===== config.mk =====
export PLATFORM = sky130hd
export DESIGN_NAME = sc_matrix_scan
export DESIGN_NICKNAME = d
export VERILOG_FILES = /design/src/rtl/sc_matrix_pkg.sv /design/src/rtl/sc_matrix_tickcnt.sv /design/src/rtl/sc_matrix_scan.sv
export SDC_FILE = /design/constraint.sdc
export NUM_CORES = 1
export LEC_CHECK = 0
export CORE_MARGIN = 2
export CORE_UTILIZATION = 33
export DETAILED_ROUTE_END_ITERATION = 16
export GPL_ROUTABILITY_DRIVEN = 0
export SYNTH_ARGS = -nofsm -noshare
export SYNTH_HDL_FRONTEND = slang
export SYNTH_HIERARCHICAL = 1
export SYNTH_SLANG_ARGS = --single-unit

===== constraint.sdc =====
create_clock -name SC_MATRIXSCAN_CLOCK_50 -period 5.1 [get_ports SC_MATRIXSCAN_CLOCK_50]
set_input_delay 0.51 -clock SC_MATRIXSCAN_CLOCK_50 [delete_from_list [all_inputs] [get_ports SC_MATRIXSCAN_CLOCK_50]]
set_output_delay 0.51 -clock SC_MATRIXSCAN_CLOCK_50 [all_outputs]
set_load 0.02 [all_outputs]

===== src/rtl/sc_matrix_pkg.sv =====
// rtl/sc_matrix_pkg.sv - shared scan state encoding, size defaults and off-level constants
package sc_matrix_pkg;

  localparam int ROWS_DEFAULT      = 8;
  localparam int DATAWIDTH_DEFAULT = 8;

  // Wide fill patterns; each user slices them to its own bus width.
  localparam int              OFF_W    = 64;
  localparam logic [OFF_W-1:0] ROWS_OFF = '1;
  localparam logic [OFF_W-1:0] COLS_OFF = '0;

  typedef enum logic [2:0] {
    IDLE,
    FETCH,
    LATCH,
    DISPLAY,
    BLANK
  } scan_state_t;

  function automatic int clog2_min1(input int value);
    return (value > 1) ? $clog2(value) : 1;
  endfunction

endpackage


===== src/rtl/sc_matrix_tickcnt.sv =====
// rtl/sc_matrix_tickcnt.sv - loadable down-counter with terminal-count flag for row and blank durations
module sc_matrix_tickcnt #(
  parameter int WIDTH = 16
) (
  input  logic             i_clk,
  input  logic             i_resetn,
  input  logic             i_load,
  input  logic [WIDTH-1:0] i_load_val,
  output logic [WIDTH-1:0] o_count,
  output logic             o_tc
);

  logic [WIDTH-1:0] r_count;

  // Parks at zero so the count never runs past its terminal value.
  always_ff @(posedge i_clk) begin
    if (!i_resetn) begin
      r_count <= '0;
    end else if (i_load) begin
      r_count <= i_load_val;
    end else if (r_count != '0) begin
      r_count <= r_count - 1'b1;
    end
  end

  assign o_count = r_count;
  assign o_tc    = (r_count == '0);

endmodule


===== src/rtl/sc_matrix_scan.sv =====
// rtl/sc_matrix_scan.sv - LED matrix row scanner with blanking gap and frame tick; SC_MATRIXSCAN_BLANK_EN enables the BLANK state
module sc_matrix_scan
  import sc_matrix_pkg::*;
#(
  parameter int DATAWIDTH   = DATAWIDTH_DEFAULT,
  parameter int ROWS        = ROWS_DEFAULT,
  parameter int ROW_TICKS   = 50000,
  parameter int BLANK_TICKS = 500,
  localparam int ROWIDX_W   = clog2_min1(ROWS)
) (
  input  logic                 SC_MATRIXSCAN_CLOCK_50,
  input  logic                 SC_MATRIXSCAN_RESET_InLow,
  input  logic                 SC_MATRIXSCAN_enable_InHigh,
  input  logic [DATAWIDTH-1:0] SC_MATRIXSCAN_rowdata_InBUS,
  output logic [ROWIDX_W-1:0]  SC_MATRIXSCAN_rowindex_OutBUS,
  output logic [ROWS-1:0]      SC_MATRIXSCAN_row_OutLow,
  output logic [DATAWIDTH-1:0] SC_MATRIXSCAN_col_OutBUS,
  output logic                 SC_MATRIXSCAN_framedone_OutHigh
);

  localparam int TICK_MAX = (ROW_TICKS > BLANK_TICKS) ? ROW_TICKS : BLANK_TICKS;
  localparam int TICK_W   = clog2_min1(TICK_MAX);

  localparam logic [ROWIDX_W-1:0]  LAST_ROW   = ROWIDX_W'(ROWS - 1);
  localparam logic [TICK_W-1:0]    ROW_LOAD   = TICK_W'(ROW_TICKS - 1);
  localparam logic [TICK_W-1:0]    TICK_ONE   = TICK_W'(1);
  localparam logic [ROWS-1:0]      STROBE_OFF = ROWS_OFF[ROWS-1:0];
  localparam logic [DATAWIDTH-1:0] DRIVE_OFF  = COLS_OFF[DATAWIDTH-1:0];
  localparam logic [ROWS-1:0]      ROW_ONE    = ROWS'(1);
`ifdef SC_MATRIXSCAN_BLANK_EN
  localparam logic [TICK_W-1:0]    BLANK_LOAD = TICK_W'(BLANK_TICKS - 1);
`endif

  scan_state_t r_state;
  scan_state_t w_state_nxt;

  logic [ROWIDX_W-1:0]  r_row;
  logic [ROWIDX_W-1:0]  r_rowindex;
  logic [DATAWIDTH-1:0] r_data;
  logic [ROWS-1:0]      r_rows_n;
  logic [DATAWIDTH-1:0] r_cols;
  logic                 r_framedone;

  logic [ROWIDX_W-1:0]  w_row_nxt;
  logic [ROWIDX_W-1:0]  w_rowindex_nxt;
  logic [DATAWIDTH-1:0] w_data_nxt;
  logic [ROWS-1:0]      w_rows_n_nxt;
  logic [DATAWIDTH-1:0] w_cols_nxt;
  logic                 w_framedone_nxt;

  logic                 w_load;
  logic [TICK_W-1:0]    w_load_val;
  logic [TICK_W-1:0]    w_count;
  logic                 w_tc;
  logic                 w_last_row;
  logic [ROWIDX_W-1:0]  w_row_inc;
  logic [ROWS-1:0]      w_strobe;

  sc_matrix_tickcnt #(
    .WIDTH(TICK_W)
  ) u_tickcnt (
    .i_clk     (SC_MATRIXSCAN_CLOCK_50),
    .i_resetn  (SC_MATRIXSCAN_RESET_InLow),
    .i_load    (w_load),
    .i_load_val(w_load_val),
    .o_count   (w_count),
    .o_tc      (w_tc)
  );

  // Explicit compare-and-clear keeps the wrap correct for non-power-of-two ROWS.
  assign w_last_row = (r_row == LAST_ROW);
  assign w_row_inc  = w_last_row ? '0 : r_row + 1'b1;
  assign w_strobe   = ~(ROW_ONE << r_row);

  always_comb begin
    w_state_nxt     = r_state;
    w_row_nxt       = r_row;
    w_rowindex_nxt  = r_rowindex;
    w_data_nxt      = r_data;
    w_rows_n_nxt    = STROBE_OFF;
    w_cols_nxt      = DRIVE_OFF;
    w_framedone_nxt = 1'b0;
    w_load          = 1'b0;
    w_load_val      = '0;

    if (!SC_MATRIXSCAN_enable_InHigh) begin
      w_state_nxt    = IDLE;
      w_row_nxt      = '0;
      w_rowindex_nxt = '0;
    end else begin
      case (r_state)
        IDLE: begin
          w_state_nxt    = FETCH;
          w_rowindex_nxt = r_row;
        end
        FETCH: begin
          w_state_nxt = LATCH;
        end
        LATCH: begin
          // The bank answers one cycle after the index, so the data is valid here.
          w_state_nxt     = DISPLAY;
          w_data_nxt      = SC_MATRIXSCAN_rowdata_InBUS;
          w_rows_n_nxt    = w_strobe;
          w_cols_nxt      = SC_MATRIXSCAN_rowdata_InBUS;
          w_framedone_nxt = w_last_row && (ROW_TICKS == 1);
          w_load          = 1'b1;
          w_load_val      = ROW_LOAD;
        end
        DISPLAY: begin
          if (w_tc) begin
`ifdef SC_MATRIXSCAN_BLANK_EN
            w_state_nxt    = BLANK;
            w_load         = 1'b1;
            w_load_val     = BLANK_LOAD;
`else
            w_state_nxt    = FETCH;
            w_row_nxt      = w_row_inc;
            w_rowindex_nxt = w_row_inc;
`endif
          end else begin
            w_rows_n_nxt    = w_strobe;
            w_cols_nxt      = r_data;
            w_framedone_nxt = w_last_row && (w_count == TICK_ONE);
          end
        end
`ifdef SC_MATRIXSCAN_BLANK_EN
        BLANK: begin
          if (w_tc) begin
            w_state_nxt    = FETCH;
            w_row_nxt      = w_row_inc;
            w_rowindex_nxt = w_row_inc;
          end
        end
`endif
        default: begin
          w_state_nxt    = IDLE;
          w_row_nxt      = '0;
          w_rowindex_nxt = '0;
        end
      endcase
    end
  end

  always_ff @(posedge SC_MATRIXSCAN_CLOCK_50) begin
    if (!SC_MATRIXSCAN_RESET_InLow) begin
      r_state     <= IDLE;
      r_row       <= '0;
      r_rowindex  <= '0;
      r_data      <= '0;
      r_rows_n    <= STROBE_OFF;
      r_cols      <= DRIVE_OFF;
      r_framedone <= 1'b0;
    end else begin
      r_state     <= w_state_nxt;
      r_row       <= w_row_nxt;
      r_rowindex  <= w_rowindex_nxt;
      r_data      <= w_data_nxt;
      r_rows_n    <= w_rows_n_nxt;
      r_cols      <= w_cols_nxt;
      r_framedone <= w_framedone_nxt;
    end
  end

  assign SC_MATRIXSCAN_rowindex_OutBUS   = r_rowindex;
  assign SC_MATRIXSCAN_row_OutLow        = r_rows_n;
  assign SC_MATRIXSCAN_col_OutBUS        = r_cols;
  assign SC_MATRIXSCAN_framedone_OutHigh = r_framedone;

endmodule

==> flow_metrics.tcl <==
set metrics [dict create \
    status "finished clean" \
    grt_antenna_before_repair 0 \
    die_h_um 88.32 \
    hold_path_end "r_data[5]" \
    setup_violations 0 \
    clkTransAtPathRegs_ps 90 \
    drtAntennaViolNets 0 \
    tritoncts "done" \
    post_cts_buffers 0 \
    io_pins 31 \
    clockBufferDepth 2 \
    period_minus_slack_ps 2985 \
    criticalPathCategory "flop to flop" \
    grtUsageTotal 0.1309 \
    synth_top_area_cell "dfxtp_1" \
    rsz0062_at_grt "no" \
    reg2reg_depth 8 \
    cts_made_buffers 5 \
    drv_cap 0 \
    setup_tns_ps 0 \
    cts_hold_buf 0 \
    ys_top_cells_by_count "dfxtp_1, nand2_1, nand3_1" \
    vias 1927 \
    num_rows 30 \
    hold_depth 2 \
    r2r_slack_ps 2110 \
    slew_violations 0 \
    core_sq_um 6832 \
    syn2layout_area_growth_pct 18.88 \
    grt_max_degree 27 \
    cp_max_fo 15 \
    cts_sinks 49 \
    wl_met3_um 192 \
    wl_met2_mm 2.100 \
    vdd_drop_max_mv 0.2067 \
    yosys_warnings 6 \
    die_x_um 88.32 \
    fmax_mhz 335.0 \
    grt_overflow 0 \
    initial_core_util 0.3434 \
    clockRootBuffer "clkbuf_8" \
    start_kind "flop" \
    drive_gt1_frac 0.05068 \
    syn_inst 265 \
    finalClockSkew_ps 9.857 \
    leakage_nw 0.9468 \
    synthArstFlopShare 0 \
    grt_pass1_vias 1748 \
    grt_pass1_wl_mm 8.107 \
    avgSynthCellArea_sq_um 8.853 \
    synth_seq_area_share 0.4181 \
    drcViolationCount 0 \
    worstHoldStart "r_data[5]" \
    cp.required_ps 5270 \
    routed.top_layer "met4" \
    synthFlopType "dfxtp_1" \
    yosys-top-cells-area "dfxtp_1, ha_1, nand2_1, nand3_1, o21ai_0" \
    via_per_inst 4.916 \
    synth_cell_types 51 \
    synth_area_sq_um 2346 \
    cts_resized 0 \
    synth_most_common_cell "dfxtp_1" \
    drt-pass1-iter-count 4 \
    diodes 0 \
    avgRoutedWirePerCell_um 12.22 \
    rr_startpoint "u_tickcnt/o_count[0]" \
    period_share 0.5853 \
    cts.htree.levels 2 \
    synth_seq_cells 49 \
    min_path_type "flop to flop" \
    arrival_ps 3160 \
    finalNetCount 318 \
    place_area_sq_um 2699 \
    r2r_end "SC_MATRIXSCAN_rowindex_OutBUS[2]" \
    slew_headroom 0.4269 \
    die-area_sq_um 7800 \
    synth_top_area_frac 0.4181 \
    routed_wl_mm 4.791 \
    dp_hpwl_mm 3.338 \
    synth-edff-count 0 \
    design_area_sq_um 2789 \
    worstSkewPairLatency_ps 300 \
    hold_viol_final 0 \
    met1Wirelength_mm 2.442 \
    dr.first_iter.drc_count 95 \
    tightest_slew_ps 857.0 \
    power_mw 1.146 \
    io_buffers 30 \
    power_density_nw_per_um2 410.8 \
    endpoint_kind "flop" \
]
## layout make-up
type	count	area, sq um
Inverter	13	48.80
Multi-Input combinational cell	196	1249
Timing Repair Buffer	30	300.3
Sequential cell	49	980.9
Fill cell	719	4043
Tap cell	96	120.1
Clock buffer	5	68.82
Clock inverter	3	21.27
## logic make-up after synthesis
logic type	Yosys count	share of synthesized area
AO/OA/AOI/OAI	66	0.2037
XOR/XNOR	9	0.03360
adder cells (fa/ha/maj)	12	0.06400
buffers and inverters	28	0.06239
flip-flops	49	0.4181
other	1	0.001598
AND/OR/NAND/NOR	100	0.2165
## per-stage QoR
stage	setup slack (ps)	hold WS, ps	std cells	util
after global routing	1881	498.0	392	0.4082
after floorplan	2383	443.1	273	-
after detailed placement	2041	464.8	384	0.3951
after global placement	2105	455.1	384	0.3951
after CTS	2117	478.5	392	0.4082
final	2115	472.2	392	0.4082
## state kept, by name, indices dropped and copies added (netlist names)
signal                           cells
u_tickcnt/o_count                   16
SC_MATRIXSCAN_framedone_OutHigh      1
SC_MATRIXSCAN_row_OutLow             8
r_state                              2
SC_MATRIXSCAN_rowindex_OutBUS        3
SC_MATRIXSCAN_col_OutBUS             8
r_data                               8
r_row                                3
## worst max-delay path by stage
stage | start | end | slack [ps]
2_1_floorplan | u_tickcnt/o_count[0] | SC_MATRIXSCAN_rowindex_OutBUS[2] | 2380
3_3_place_gp | SC_MATRIXSCAN_enable_InHigh | u_tickcnt/o_count[15] | 2110
3_5_place_dp | SC_MATRIXSCAN_enable_InHigh | u_tickcnt/o_count[14] | 2040
4_1_cts | u_tickcnt/o_count[0] | SC_MATRIXSCAN_rowindex_OutBUS[2] | 2120
5_1_grt | r_state[0] | u_tickcnt/o_count[13] | 1880
6_report | u_tickcnt/o_count[0] | SC_MATRIXSCAN_rowindex_OutBUS[2] | 2110
## routing by layer
| metal | vias to the layer above | track usage |
|---|---|---|
| met5 | - | 0 |
| met4 | 0 | 0.04545 |
| met3 | 5 | 0.02985 |
| met2 | 34 | 0.2030 |
| met1 | 883 | 0.1796 |
| li1 | 1005 | - |
## critical path, stage by stage (launching register included)
cell and delay, ps:
dfxtp_1 360, inv_1 90, ha_1 210, or3b_1 450
or4_4 670, nor2_1 340, and2b_4 310, a2111oi_2 360
nor3_1 80
## power breakdown
part | internal [mW] | switching (mW) | leakage (nW) | total [mW]
registers | 0.432 | 0.0650 | 0.398 | 0.497
logic | 0.178 | 0.238 | 0.504 | 0.416
clock network | 0.0975 | 0.135 | 0.0445 | 0.232
## cells in the final DEF, fill, tap and decap left out, drive strengths merged, types with 2 or more instances in the layout
cell type and count:
a211oi 2, a21boi 11, a21oi 9, a221oi 3
a22oi 9, and4 2, clkbuf 5, clkdlybuf4s50 30
clkinv 2, conb 9, dfxtp 49, ha 12
inv 13, nand2 32, nand2b 2, nand3 20
nor2 13, nor2b 2, nor3 10, nor3b 2
nor4 8, o211ai 3, o21ai 15, o221ai 3
o311ai 2, o31ai 2, or4 3, xnor2 7
xor2 2
(Power assumes the default switching activity.)
